**config.mk**
```make
export PLATFORM = sky130hd
export DESIGN_NAME = stage3_message_serializer
export DESIGN_NICKNAME = d
export VERILOG_FILES = /design/src/rtl/stage3_message_serializer_pkg.sv /design/src/rtl/stage3_message_serializer_beat_slicer.sv /design/src/rtl/stage3_message_serializer.sv
export SDC_FILE = /design/constraint.sdc
export NUM_CORES = 2
export LEC_CHECK = 0
export CORE_AREA = 5 5 372 374
export CTS_CLUSTER_DIAMETER = 100
export DETAILED_ROUTE_END_ITERATION = 8
export DIE_AREA = 0 0 377 379
export GPL_ROUTABILITY_DRIVEN = 0
export PLACE_DENSITY_LB_ADDON = 0.2
export SLEW_MARGIN = 0
export SYNTH_ARGS = -nofsm -noshare
export SYNTH_HDL_FRONTEND = slang
export SYNTH_SLANG_ARGS = --single-unit
```
**constraint.sdc**
```tcl
create_clock -name clk -period 5.3 [get_ports clk]
set_input_delay 0.53 -clock clk [delete_from_list [all_inputs] [get_ports clk]]
set_output_delay 0.53 -clock clk [all_outputs]
set_load 0.03 [all_outputs]
```
**src/rtl/stage3_message_serializer_pkg.sv**
```systemverilog
// Shared constants, size/count codes and FSM state type for the stage3 message serializer.
// Slot helpers pick the next non-empty slot from a three-bit occupancy mask.
package stage3_message_serializer_pkg;

   localparam int unsigned DEF_DATA_BYTES    = 8;
   localparam int unsigned DEF_MSG_MAX_BYTES = 35;
   localparam int unsigned DEF_SIZE_WIDTH    = 6;
   localparam int unsigned DEF_SEQ_WIDTH     = 32;

   localparam logic [5:0] BLOCK_SIZE_EMPTY = 6'd0;
   localparam logic [5:0] BLOCK_SIZE_35    = 6'd35;
   localparam logic [5:0] BLOCK_SIZE_22    = 6'd22;
   localparam logic [5:0] BLOCK_SIZE_21    = 6'd21;
   localparam logic [5:0] BLOCK_SIZE_12    = 6'd12;

   localparam logic [1:0] MESSAGE_NUMBER_DATA_0 = 2'd0;
   localparam logic [1:0] MESSAGE_NUMBER_DATA_1 = 2'd1;
   localparam logic [1:0] MESSAGE_NUMBER_DATA_2 = 2'd2;
   localparam logic [1:0] MESSAGE_NUMBER_DATA_3 = 2'd3;

   typedef enum logic {
      IDLE,
      SEND
   } state_t;

   function automatic logic [1:0] first_slot(input logic [2:0] nz);
      if (nz[0])      return 2'd0;
      else if (nz[1]) return 2'd1;
      else            return 2'd2;
   endfunction

   function automatic logic [2:0] slots_after(input logic [1:0] slot);
      case (slot)
         2'd0:    return 3'b110;
         2'd1:    return 3'b100;
         default: return 3'b000;
      endcase
   endfunction

   function automatic logic [1:0] count_slots(input logic [2:0] nz);
      return 2'(nz[0]) + 2'(nz[1]) + 2'(nz[2]);
   endfunction

endpackage

```
**src/rtl/stage3_message_serializer_beat_slicer.sv**
```systemverilog
// Combinational slicer: selects beat `beat` of a message of `size` bytes, LSB-aligned,
// with bytes beyond the message end masked to zero.
module stage3_beat_slicer #(
   parameter int unsigned DATA_BYTES    = 8,
   parameter int unsigned MSG_MAX_BYTES = 35,
   parameter int unsigned SIZE_WIDTH    = 6,
   parameter int unsigned BEAT_WIDTH    = 3
) (
   input  logic [8*MSG_MAX_BYTES-1:0] payload,
   input  logic [SIZE_WIDTH-1:0]      size,
   input  logic [BEAT_WIDTH-1:0]      beat,
   output logic [8*DATA_BYTES-1:0]    data,
   output logic [DATA_BYTES-1:0]      keep,
   output logic                       last
);

   logic [SIZE_WIDTH-1:0]      base;
   logic [SIZE_WIDTH-1:0]      remaining;
   logic [8*MSG_MAX_BYTES-1:0] shifted;

   always_comb begin
      base      = SIZE_WIDTH'(beat) * SIZE_WIDTH'(DATA_BYTES);
      remaining = size - base;
      last      = (remaining <= SIZE_WIDTH'(DATA_BYTES));
      shifted   = payload >> (32'(beat) * 32'(8 * DATA_BYTES));
      keep      = '0;
      data      = '0;
      for (int unsigned i = 0; i < DATA_BYTES; i++) begin
         keep[i]        = (SIZE_WIDTH'(i) < remaining);
         data[8*i +: 8] = keep[i] ? shifted[8*i +: 8] : 8'h00;
      end
   end

endmodule

```
**src/rtl/stage3_message_serializer.sv**
```systemverilog
// Serialises a group of up to three messages in slot order onto a valid/ready beat stream,
// skipping empty slots and stamping each message with a running sequence number.
module stage3_message_serializer
   import stage3_message_serializer_pkg::*;
#(
   parameter int unsigned          DATA_BYTES      = DEF_DATA_BYTES,
   parameter int unsigned          MSG_MAX_BYTES   = DEF_MSG_MAX_BYTES,
   parameter int unsigned          SIZE_WIDTH      = DEF_SIZE_WIDTH,
   parameter int unsigned          SEQ_WIDTH       = DEF_SEQ_WIDTH,
   parameter logic [SEQ_WIDTH-1:0] SEQ_RESET_VALUE = '0
) (
   input  logic                       clk,
   input  logic                       rst_n,
   input  logic                       in_valid,
   output logic                       in_ready,
   input  logic [8*MSG_MAX_BYTES-1:0] m1_payload,
   input  logic [8*MSG_MAX_BYTES-1:0] m2_payload,
   input  logic [8*MSG_MAX_BYTES-1:0] m3_payload,
   input  logic [SIZE_WIDTH-1:0]      block_size_control_m1,
   input  logic [SIZE_WIDTH-1:0]      block_size_control_m2,
   input  logic [SIZE_WIDTH-1:0]      block_size_control_m3,
   input  logic [1:0]                 message_number_control,
   input  logic                       seq_number_control,
   output logic                       out_valid,
   input  logic                       out_ready,
   output logic [8*DATA_BYTES-1:0]    out_data,
   output logic [DATA_BYTES-1:0]      out_keep,
   output logic                       out_sop,
   output logic                       out_eop,
   output logic                       out_seq_valid,
   output logic [SEQ_WIDTH-1:0]       out_seq_num,
   output logic                       err_count_mismatch
);

   localparam int unsigned PAYLOAD_WIDTH = 8 * MSG_MAX_BYTES;
   localparam int unsigned BEAT_WIDTH    = $clog2((MSG_MAX_BYTES + DATA_BYTES - 1) / DATA_BYTES);

   state_t                   state;
   logic [1:0]               slot_q;
   logic [BEAT_WIDTH-1:0]    beat_q;
   logic [PAYLOAD_WIDTH-1:0] pay_q [3];
   logic [SIZE_WIDTH-1:0]    sz_q  [3];
   logic                     seq_en_q;
   logic [SEQ_WIDTH-1:0]     seq_cnt;

   logic [PAYLOAD_WIDTH-1:0] pay_in [3];
   logic [SIZE_WIDTH-1:0]    sz_in  [3];
   logic [2:0]               nz_in, nz_q, nz_after;
   logic [1:0]               first_in, next_slot;
   logic                     accept;

   logic [PAYLOAD_WIDTH-1:0] sl_pay;
   logic [SIZE_WIDTH-1:0]    sl_size;
   logic [BEAT_WIDTH-1:0]    sl_beat;
   logic [8*DATA_BYTES-1:0]  sl_data;
   logic [DATA_BYTES-1:0]    sl_keep;
   logic                     sl_last;

   function automatic logic [SIZE_WIDTH-1:0] clamp_size(input logic [SIZE_WIDTH-1:0] s);
      return (s > SIZE_WIDTH'(MSG_MAX_BYTES)) ? SIZE_WIDTH'(MSG_MAX_BYTES) : s;
   endfunction

   // The slicer always computes the beat to be registered next: the first beat of the
   // first occupied input slot while idle, otherwise the following beat or next message.
   always_comb begin
      pay_in[0] = m1_payload;
      pay_in[1] = m2_payload;
      pay_in[2] = m3_payload;
      sz_in[0]  = clamp_size(block_size_control_m1);
      sz_in[1]  = clamp_size(block_size_control_m2);
      sz_in[2]  = clamp_size(block_size_control_m3);
      for (int unsigned i = 0; i < 3; i++) begin
         nz_in[i] = |sz_in[i];
         nz_q[i]  = |sz_q[i];
      end
      nz_after  = nz_q & slots_after(slot_q);
      first_in  = first_slot(nz_in);
      next_slot = first_slot(nz_after);
      accept    = in_valid && in_ready;

      sl_pay  = pay_in[first_in];
      sl_size = sz_in[first_in];
      sl_beat = '0;
      if (state == SEND) begin
         if (!out_eop) begin
            sl_pay  = pay_q[slot_q];
            sl_size = sz_q[slot_q];
            sl_beat = beat_q + BEAT_WIDTH'(1);
         end else begin
            sl_pay  = pay_q[next_slot];
            sl_size = sz_q[next_slot];
         end
      end
   end

   stage3_beat_slicer #(
      .DATA_BYTES    (DATA_BYTES),
      .MSG_MAX_BYTES (MSG_MAX_BYTES),
      .SIZE_WIDTH    (SIZE_WIDTH),
      .BEAT_WIDTH    (BEAT_WIDTH)
   ) u_slicer (
      .payload (sl_pay),
      .size    (sl_size),
      .beat    (sl_beat),
      .data    (sl_data),
      .keep    (sl_keep),
      .last    (sl_last)
   );

   always_ff @(posedge clk or negedge rst_n) begin
      if (!rst_n) begin
         state              <= IDLE;
         slot_q             <= '0;
         beat_q             <= '0;
         for (int unsigned i = 0; i < 3; i++) begin
            pay_q[i] <= '0;
            sz_q[i]  <= '0;
         end
         seq_en_q           <= 1'b0;
         seq_cnt            <= SEQ_RESET_VALUE;
         in_ready           <= 1'b0;
         out_valid          <= 1'b0;
         out_data           <= '0;
         out_keep           <= '0;
         out_sop            <= 1'b0;
         out_eop            <= 1'b0;
         out_seq_valid      <= 1'b0;
         out_seq_num        <= '0;
         err_count_mismatch <= 1'b0;
      end else begin
         case (state)
            IDLE: begin
               in_ready <= 1'b1;
               if (accept) begin
                  pay_q    <= pay_in;
                  sz_q     <= sz_in;
                  seq_en_q <= seq_number_control;
                  if (message_number_control != count_slots(nz_in))
                     err_count_mismatch <= 1'b1;
                  if (|nz_in) begin
                     state         <= SEND;
                     in_ready      <= 1'b0;
                     slot_q        <= first_in;
                     beat_q        <= '0;
                     out_valid     <= 1'b1;
                     out_data      <= sl_data;
                     out_keep      <= sl_keep;
                     out_sop       <= 1'b1;
                     out_eop       <= sl_last;
                     out_seq_valid <= seq_number_control;
                     out_seq_num   <= seq_number_control ? seq_cnt : '0;
                  end
               end
            end
            SEND: begin
               if (out_ready) begin
                  if (!out_eop) begin
                     beat_q   <= sl_beat;
                     out_data <= sl_data;
                     out_keep <= sl_keep;
                     out_sop  <= 1'b0;
                     out_eop  <= sl_last;
                  end else begin
                     if (seq_en_q)
                        seq_cnt <= seq_cnt + SEQ_WIDTH'(1);
                     if (|nz_after) begin
                        slot_q        <= next_slot;
                        beat_q        <= '0;
                        out_data      <= sl_data;
                        out_keep      <= sl_keep;
                        out_sop       <= 1'b1;
                        out_eop       <= sl_last;
                        out_seq_valid <= seq_en_q;
                        out_seq_num   <= seq_en_q ? seq_cnt + SEQ_WIDTH'(1) : '0;
                     end else begin
                        state         <= IDLE;
                        in_ready      <= 1'b1;
                        out_valid     <= 1'b0;
                        out_data      <= '0;
                        out_keep      <= '0;
                        out_sop       <= 1'b0;
                        out_eop       <= 1'b0;
                        out_seq_valid <= 1'b0;
                        out_seq_num   <= '0;
                     end
                  end
               end
            end
            default: state <= IDLE;
         endcase
      end
   end

endmodule

```
-- Word level (Yosys, flattened, before mapping)
Cells that the tools add are included.
- bits in writable memories: 0
- memory bits (read-only): 0
- logic and storage cells: 179
- output and inout bits: 110
- memories: 0
- bits of input ports: 865
- latch bits: 0
- flip-flop bits (word level): 1007
- add/subtract/negate cells: 5
- eq/ne operators: 9
- shift operators: 1
- reduce and logical (&&, ||, !) cells: 19
- bitwise operators: 5
- divide/modulo/power cells: 0
- mux-type cells: 105
- magnitude comparators: 15
- $mul: 0
- operator list (kind ; count):
    two-way mux 280 bit ; 8
    binary-select mux 280 bit (select 2 bit) ; 3
    two-way mux 64 bit ; 5
    right shift 280 x 9 -> 64 bit ; 1
    two-way mux 32 bit ; 7
    case mux 64 bit (2 select lines) ; 1
    two-way mux 8 bit ; 13
    two-way mux 6 bit ; 11
    case mux 32 bit (2 select lines) ; 1
    binary-select mux 6 bit (select 2 bit) ; 3
    OR reduction 6 bit ; 6
    adder 32 x 1 -> 32 bit, second input constant ; 1
    two-way mux 1 bit ; 27
    < comparator 3 x 6 -> 1 bit, first input constant ; 4
    two-way mux 3 bit ; 7
    greater-than comparator 6 bit, second input constant ; 3
    two-way mux 2 bit ; 9
    OR reduction 18 bit ; 1
    case mux 8 bit (2 select lines) ; 1
    < comparator 1 x 6 -> 1 bit, first input constant ; 2
    < comparator 2 x 6 -> 1 bit, first input constant ; 2
    case mux 1 bit (2 select lines) ; 6
    case mux 3 bit (2 select lines) ; 2
    AND reduction 4 bit ; 3
    other kinds (21) ; 32

-- Logic depth before layout (Yosys ltp)
- word-level depth: 18
- mapped depth: 20
- depth with buffers taken out: 15

-- Cells and area by module
A second synthesis with hierarchy kept.
- cells, all modules: 7543
- area total of the unflattened synthesis: 59354.4 µm²
- by module, submodules not included (module ; area each (µm²) ; instances ; seq. area each (µm²) ; cells each):
    stage3_message_serializer ; 56849.5 ; 1 ; 25199.2 ; 7282
    stage3_beat_slicer ; 2504.9 ; 1 ; 0.0 ; 261

-- Least setup slack after synthesis
No wires, ideal clock.
- path kind: input port to flip-flop
- start point: in block_size_control_m1[5]
- end point: reg out_data[49]
- library setup time: 0.122 ns
- setup slack: 1.387 ns
- buffers on the path: 5
- required time: 5.178 ns
- arrival: 3.792 ns
- cell stages on the path: 20
- cells stage by stage: nor3_1 and2_1 inv_2 buf_2 buf_1 buf_1 nor2_1 o21ai_0 a21oi_1 a211oi_1 ha_1 inv_1 fa_1 xnor2_1 and3_1 o21ai_1 buf_4 a21o_1 buf_2 a32o_1
- longest elaborated chain between the ends: 16
- elaborated cells between the ends (all ways): 26
- classes of those cells: add/sub: 1; order compare: 2; eq/ne: 1; shift: 1; mux: 17; bitwise: 1; reduce/logical: 3
- ends and longest elaborated chain (item ; RTL line ; source):
    start, declared ; stage3_message_serializer.sv:19 ; input logic [SIZE_WIDTH-1:0] block_size_control_m1,
    greater-than comparator 6 bit ; stage3_message_serializer.sv:60 ; return (s > SIZE_WIDTH'(MSG_MAX_BYTES)) ? SIZE_WIDTH'(MSG_MAX_BYTES) : s;
    two-way mux 6 bit * ; stage3_message_serializer.sv:60 ;
    OR reduction 6 bit ; stage3_message_serializer.sv:73 ; nz_in[i] = |sz_in[i];
    two-way mux 2 bit ; stage3_message_serializer_pkg.sv:27 ; if (nz[0]) return 2'd0;
    NOT 2 -> 3 bit (implied by the code) ; stage3_message_serializer.sv:81, stage3_message_serializer.sv:82 ;
    binary-select mux 6 bit (select 2 bit) ; stage3_message_serializer.sv:82 ; sl_size = sz_in[first_in];
    two-way mux 6 bit (implied by the code) (2 in series) ; stage3_message_serializer.sv:82 ;
    two-way mux 6 bit ; stage3_message_serializer.sv:84 ; if (state == SEND) begin
    subtractor 6 bit ; stage3_message_serializer_beat_slicer.sv:23 ; remaining = size - base;
    < comparator 3 x 6 -> 1 bit ; stage3_message_serializer_beat_slicer.sv:29 ; keep[i] = (SIZE_WIDTH'(i) < remaining);
    two-way mux 8 bit ; stage3_message_serializer_beat_slicer.sv:30 ; data[8*i +: 8] = keep[i] ? shifted[8*i +: 8] : 8'h00;
    two-way mux 64 bit ; stage3_message_serializer.sv:166 ; if (|nz_after) begin
    two-way mux 64 bit ; stage3_message_serializer.sv:157 ; if (!out_eop) begin
    two-way mux 64 bit ; stage3_message_serializer.sv:156 ; if (out_ready) begin
    case mux 64 bit (2 select lines) ; stage3_message_serializer.sv:131 ; case (state)
    end signal, assigned ; stage3_message_serializer.sv:146 ; out_data <= sl_data;
    end signal, assigned ; stage3_message_serializer.sv:159 ; out_data <= sl_data;
    end signal, assigned ; stage3_message_serializer.sv:169 ; out_data <= sl_data;
    end, declared ; stage3_message_serializer.sv:26 ; output logic [8*DATA_BYTES-1:0] out_data,
Every way passes the cells marked *; elsewhere a longest branch is shown, timed or not. The select of a mux whose other input is x is not followed.
A chain may end at the register's enable or synchronous reset.

-- Worst setup path in the final report
- start point: reg slot_q[1]
- end point: reg out_data[31]
- longest elaborated chain between the ends: 18
- elaborated cells between the ends (all ways): 35
- classes of those cells: add/sub: 1; order compare: 1; eq/ne: 1; shift: 1; mux: 26; bitwise: 3; reduce/logical: 2
- ends and longest elaborated chain (item ; RTL line ; source):
    start, declared ; stage3_message_serializer.sv:39 ; logic [1:0] slot_q;
    start signal, assigned ; stage3_message_serializer.sv:143 ; slot_q <= first_in;
    start signal, assigned ; stage3_message_serializer.sv:167 ; slot_q <= next_slot;
    equality test 2 x 1 -> 1 bit or logical NOT 2 bit (tied branches) ; stage3_message_serializer_pkg.sv:33 ; case (slot)
    case mux 3 bit (2 select lines) ; stage3_message_serializer_pkg.sv:33 ;
    bitwise AND 3 bit ; stage3_message_serializer.sv:76 ; nz_after = nz_q & slots_after(slot_q);
    two-way mux 2 bit ; stage3_message_serializer_pkg.sv:28 ; else if (nz[1]) return 2'd1;
    two-way mux 2 bit ; stage3_message_serializer_pkg.sv:27 ;
    NOT 2 -> 3 bit (implied by the code) ; stage3_message_serializer.sv:90, stage3_message_serializer.sv:91 ;
    binary-select mux 6 bit (select 2 bit) ; stage3_message_serializer.sv:91 ; sl_size = sz_q[next_slot];
    two-way mux 6 bit (implied by the code) (2 in series) ; stage3_message_serializer.sv:91 ;
    two-way mux 6 bit ; stage3_message_serializer.sv:85 ; if (!out_eop) begin
    two-way mux 6 bit ; stage3_message_serializer.sv:84 ;
    subtractor 6 bit ; stage3_message_serializer_beat_slicer.sv:23 ;
    < comparator 2 x 6 -> 1 bit ; stage3_message_serializer_beat_slicer.sv:29 ;
    two-way mux 8 bit ; stage3_message_serializer_beat_slicer.sv:30 ;
    two-way mux 64 bit ; stage3_message_serializer.sv:166 ;
    two-way mux 64 bit ; stage3_message_serializer.sv:157 ;
    two-way mux 64 bit ; stage3_message_serializer.sv:156 ;
    case mux 64 bit (2 select lines) * ; stage3_message_serializer.sv:131 ;
Marks and branches as above.

==> run_results.csv <==
group,metric,value,unit
floorplan,die_h,379,um
logic_synthesis,ys_seq_elements,1007,
logic_synthesis,synth_largest_area_cell,"sky130_fd_sc_hd__dfrtp_1",
setup_path,critical_path.n_buffers_inverters,2,
layout,final_cells,8790,
floorplan,coreArea,134600,um^2
status,status,"completed",
clocking,cts.sinks,1007,
layout,layout.filler_cells,13174,
setup_path,endpoint,"out_data[31]",
timing,timing.slew.headroom,16.22,%
layout,final_nets,7735,
clocking,clock_transition_at_the_register_clock_pins_on_the_worst_setup_and_hold_paths_after_cts,0.06,ns
setup_path,crit_start,"slot_q[1]",
clocking,ctsResizeCount,0,
setup_path,worstSetupStartpointType,"register",
floorplan,floorplan.die_area,142900,um^2
placed_design,dp.final_hpwl,164200,um
floorplan,die-width,377,um
clocking,clk-insertion-delay-late,0.74,ns
timing,timing.setup.tns,0,ns
setup_path,cpMostUsedCell,"sky130_fd_sc_hd__or2_1",
global_route,grt_antenna_before_repair,71,
timing,final.setup_skew,0.02466,ns
setup_path,ff2ff_setup_slack,1.03,ns
setup_path,timing.critical_path.depth,14,
floorplan,ioPinCount,975,
clocking,clock_tree.htree_level_count,3,
logic_synthesis,netlist-cell-type-count,80,
placed_design,io_buffers,974,
setup_path,rr_worst_depth,14,
logic_synthesis,synth-async-reset-ratio,100.0,%
route,post-route-drc-count,0,
global_route,grt_start_max_net_pins,198,
route,vias_per_cell,5.478,
route,drtAntennaViolNets,0,
logic_synthesis,ys_seq_area_share,50.57,%
clocking,cts-buffers-inserted,117,
logic_synthesis,yosysTopAreaCellShare,50.57,%
setup_path,cpPeakStageDelay,0.65,ns
timing,drv_slew,0,
layout,flow.area_growth_from_synthesis,30.74,%
clocking,clock-root-buffer,"sky130_fd_sc_hd__clkbuf_16",
route,drt_pre_antenna_iters,6,
worst_hold_path,hold_class,"primary input to register",
setup_path,r2r_start,"slot_q[1]",
power_and_ir_drop,worst_ir_drop_vdd,367.5,uV
timing,max_clock_freq,234.1,MHz
global_route,grt_pass1_vias,46381,
logic_synthesis,postSynthCellCount,6134,
layout,drive_gt1_share,5.296,%
layout,multiInputGateArea,22780,um^2
setup_path,slowest_stage,"sky130_fd_sc_hd__dfrtp_4",
logic_synthesis,ys_warn_count,0,
setup_path,critPathMaxFanout,21,
setup_path,critical_path.reg2reg.endpoint,"out_data[31]",
flow_run,max-cap-violations,0,
route,vias,48148,
floorplan,fp-row-count,135,
route,detail_route.iter0.violations,5750,
logic_synthesis,synth_edf_count,0,
placed_design,place_worst_setup_slack,0.7612,ns
logic_synthesis,synth.top_cells.by_area,"sky130_fd_sc_hd__dfrtp_1 51%, sky130_fd_sc_hd__nand2_1 22%, sky130_fd_sc_hd__mux2i_1 5.6%",
setup_path,timing.critical_path.max_delay_family,"compound AO/OA/AOI/OAI gates",
timing,fin_worst_hold_slack,0.3058,ns
clocking,cts_setup_buffers,0,
power_and_ir_drop,p_leak,31.20,nW
setup_path,cp_data_required_time,5.96,ns
clocking,tritoncts,"yes",
setup_path,crit_path_cell_trace,"or2_1 -> a21o_4 -> nand2_1 -> a21oi_1 -> a211oi_1 -> ha_1 -> inv_1 -> fa_1 -> xnor2_1 -> and3_1 -> o21ai_2 -> buf_4 -> or2_1 -> a32o_1",
clocking,cts_hold_buffers,1,
timing,hold_viol,0,
setup_path,setup.worst_path.end_class,"register",
clocking,clk_path_buf_depth,3,
timing,transition_at_the_pin_with_the_smallest_max_transition_slack,1.254,ns
timing,layout_setup_ws,1.028,ns
logic_synthesis,synth_nets,7004,
logic_synthesis,netlist_area,49830,um^2
power_and_ir_drop,cellPowerDensity,627.7,nW/um^2
floorplan,start_util,37.01,%
placed_design,dp.cells,8526,
global_route,grt_first_pass_wirelength,327000,um
logic_synthesis,synthesis.area_per_instance,8.123,um^2
timing,post-route-min-period,4.272,ns
global_route,globalRouteOverflowTotal,0,
timing,report.final.setup_viol,0,
setup_path,timing.critical_path.arrival,4.93,ns
setup_path,critical_path_class,"register to register",
route,wl,230100,um
logic_synthesis,yosys_most_used_dff,"sky130_fd_sc_hd__dfrtp_1",
layout,most-common-layout-cells,"2,948 x sky130_fd_sc_hd__nand2_1, 1,002 x sky130_fd_sc_hd__dfrtp_1, 973 x sky130_fd_sc_hd__clkdlybuf4s50_1, 277 x sky130_fd_sc_hd__mux2i_1, 277 x sky130_fd_sc_hd__a21oi_1",
global_route,gr-usage-all-layers,31.06,%
layout,layout_commonest_cell,"sky130_fd_sc_hd__nand2_1",
route,drt-wirelength-per-cell,26.18,um
timing,rsz0062_at_grt,"false",
layout,sequential_cell_area,25220,um^2
timing,timing.final.crit_share,80.61,%
==> flip-flops by register name, indices dropped and copies added (netlist names), 2 cells and up <==
| name | cells |
|---|---|
| seq_cnt | 32 |
| out_data | 64 |
| out_seq_num | 32 |
| pay_q | 840 |
| slot_q | 2 |
| beat_q | 3 |
| sz_q | 18 |
| out_keep | 8 |
==> kinds of logic after synthesis <==
| logic type | count (synthesis) | share of synthesized area (%) |
|---|---|---|
| adder cells (fa/ha/maj) | 5 | 0.1557 |
| XOR/XNOR | 36 | 0.6328 |
| flip-flops | 1007 | 50.57 |
| AO/OA/AOI/OAI | 975 | 12.39 |
| multiplexers | 311 | 6.333 |
| buffers and inverters | 460 | 3.942 |
| AND/OR/NAND/NOR | 3340 | 25.97 |
==> cells in the mapped netlist, types with 9 or more instances <==
master,count
sky130_fd_sc_hd__a211oi_1,19
sky130_fd_sc_hd__a21oi_1,278
sky130_fd_sc_hd__a221oi_1,66
sky130_fd_sc_hd__a22o_1,18
sky130_fd_sc_hd__a22oi_1,11
sky130_fd_sc_hd__a311oi_1,15
sky130_fd_sc_hd__a31oi_1,55
sky130_fd_sc_hd__a32o_1,21
sky130_fd_sc_hd__and3_1,10
sky130_fd_sc_hd__buf_1,41
sky130_fd_sc_hd__buf_2,58
sky130_fd_sc_hd__buf_4,15
sky130_fd_sc_hd__clkbuf_1,323
sky130_fd_sc_hd__dfrtp_1,1007
sky130_fd_sc_hd__inv_1,12
sky130_fd_sc_hd__mux2_2,34
sky130_fd_sc_hd__mux2i_1,277
sky130_fd_sc_hd__nand2_1,2948
sky130_fd_sc_hd__nand3_1,25
sky130_fd_sc_hd__nand3b_1,13
sky130_fd_sc_hd__nor2_1,251
sky130_fd_sc_hd__nor2b_1,10
sky130_fd_sc_hd__nor3_1,21
sky130_fd_sc_hd__o2111ai_1,10
sky130_fd_sc_hd__o211ai_1,44
sky130_fd_sc_hd__o21a_1,12
sky130_fd_sc_hd__o21ai_0,263
sky130_fd_sc_hd__o21ai_1,9
sky130_fd_sc_hd__o221ai_1,18
sky130_fd_sc_hd__o22ai_1,41
sky130_fd_sc_hd__o311ai_0,15
sky130_fd_sc_hd__o31ai_1,31
sky130_fd_sc_hd__or3_1,9
sky130_fd_sc_hd__xnor2_1,19
sky130_fd_sc_hd__xor2_1,17
==> worst min path at each step <==
stage / startpoint / to / slack [ns] / depth (start not counted)
after floorplan: rst_n / beat_q[0] / 0.23 / 0
final: m3_payload[80] / pay_q[80] / 0.31 / 3
after global placement: pay_q[250] / pay_q[250] / 0.45 / 2
after detailed placement: pay_q[597] / pay_q[597] / 0.46 / 2
after global routing: m1_payload[80] / pay_q[640] / 0.27 / 3
after CTS: m3_payload[80] / pay_q[80] / 0.27 / 3
==> per-stage QoR <==
stage	total power, mW	util (%)	area [um^2]
3_5_place_dp	31.92	45.23	60890
5_1_grt	43.11	48.36	65110
3_3_place_gp	31.59	45.23	60890
4_1_cts	40.74	48.31	65040
2_1_floorplan	23.94	-	49830
6_report	40.89	48.39	65150
==> area by class of cell <==
type / count / area share (%)
clock inverter: 56 / 1.066
inverter: 15 / 0.08643
clock buffer: 165 / 5.297
timing repair buffer: 1057 / 16.30
multi-input combinational: 4667 / 34.96
antenna: 42 / 0.1613
sequential: 1007 / 38.71
tap: 1781 / 3.421
==> worst min-delay path, delay by kind of cell <==
kind	cells	cell delay [ns]
buffers and inverters	1	0.39
AND/OR/NAND/NOR	2	0.09
==> power breakdown <==
group / switching [mW] / leakage [nW] / internal (mW) / total [mW]
Sequential: 2.34 / 12.6 / 11.2 / 13.5
Combinational: 12.4 / 16.5 / 6.22 / 18.6
Clock: 3.52 / 2.04 / 5.21 / 8.73
Total: 18.3 / 31.2 / 22.6 / 40.9
==> routing by layer <==
metal / GRT usage (%) / routed length (um) / part of all wire [%] / vias up
li1: - / - / - / 21723
met1: 42.52 / 96310 / 42 / 23567
met2: 47.26 / 102300 / 44 / 2412
met3: 8.694 / 22380 / 9.7 / 410
met4: 11.16 / 8911 / 3.9 / 36
met5: 0 / 233 / 0.10 / -
(Power assumes the default switching activity.)
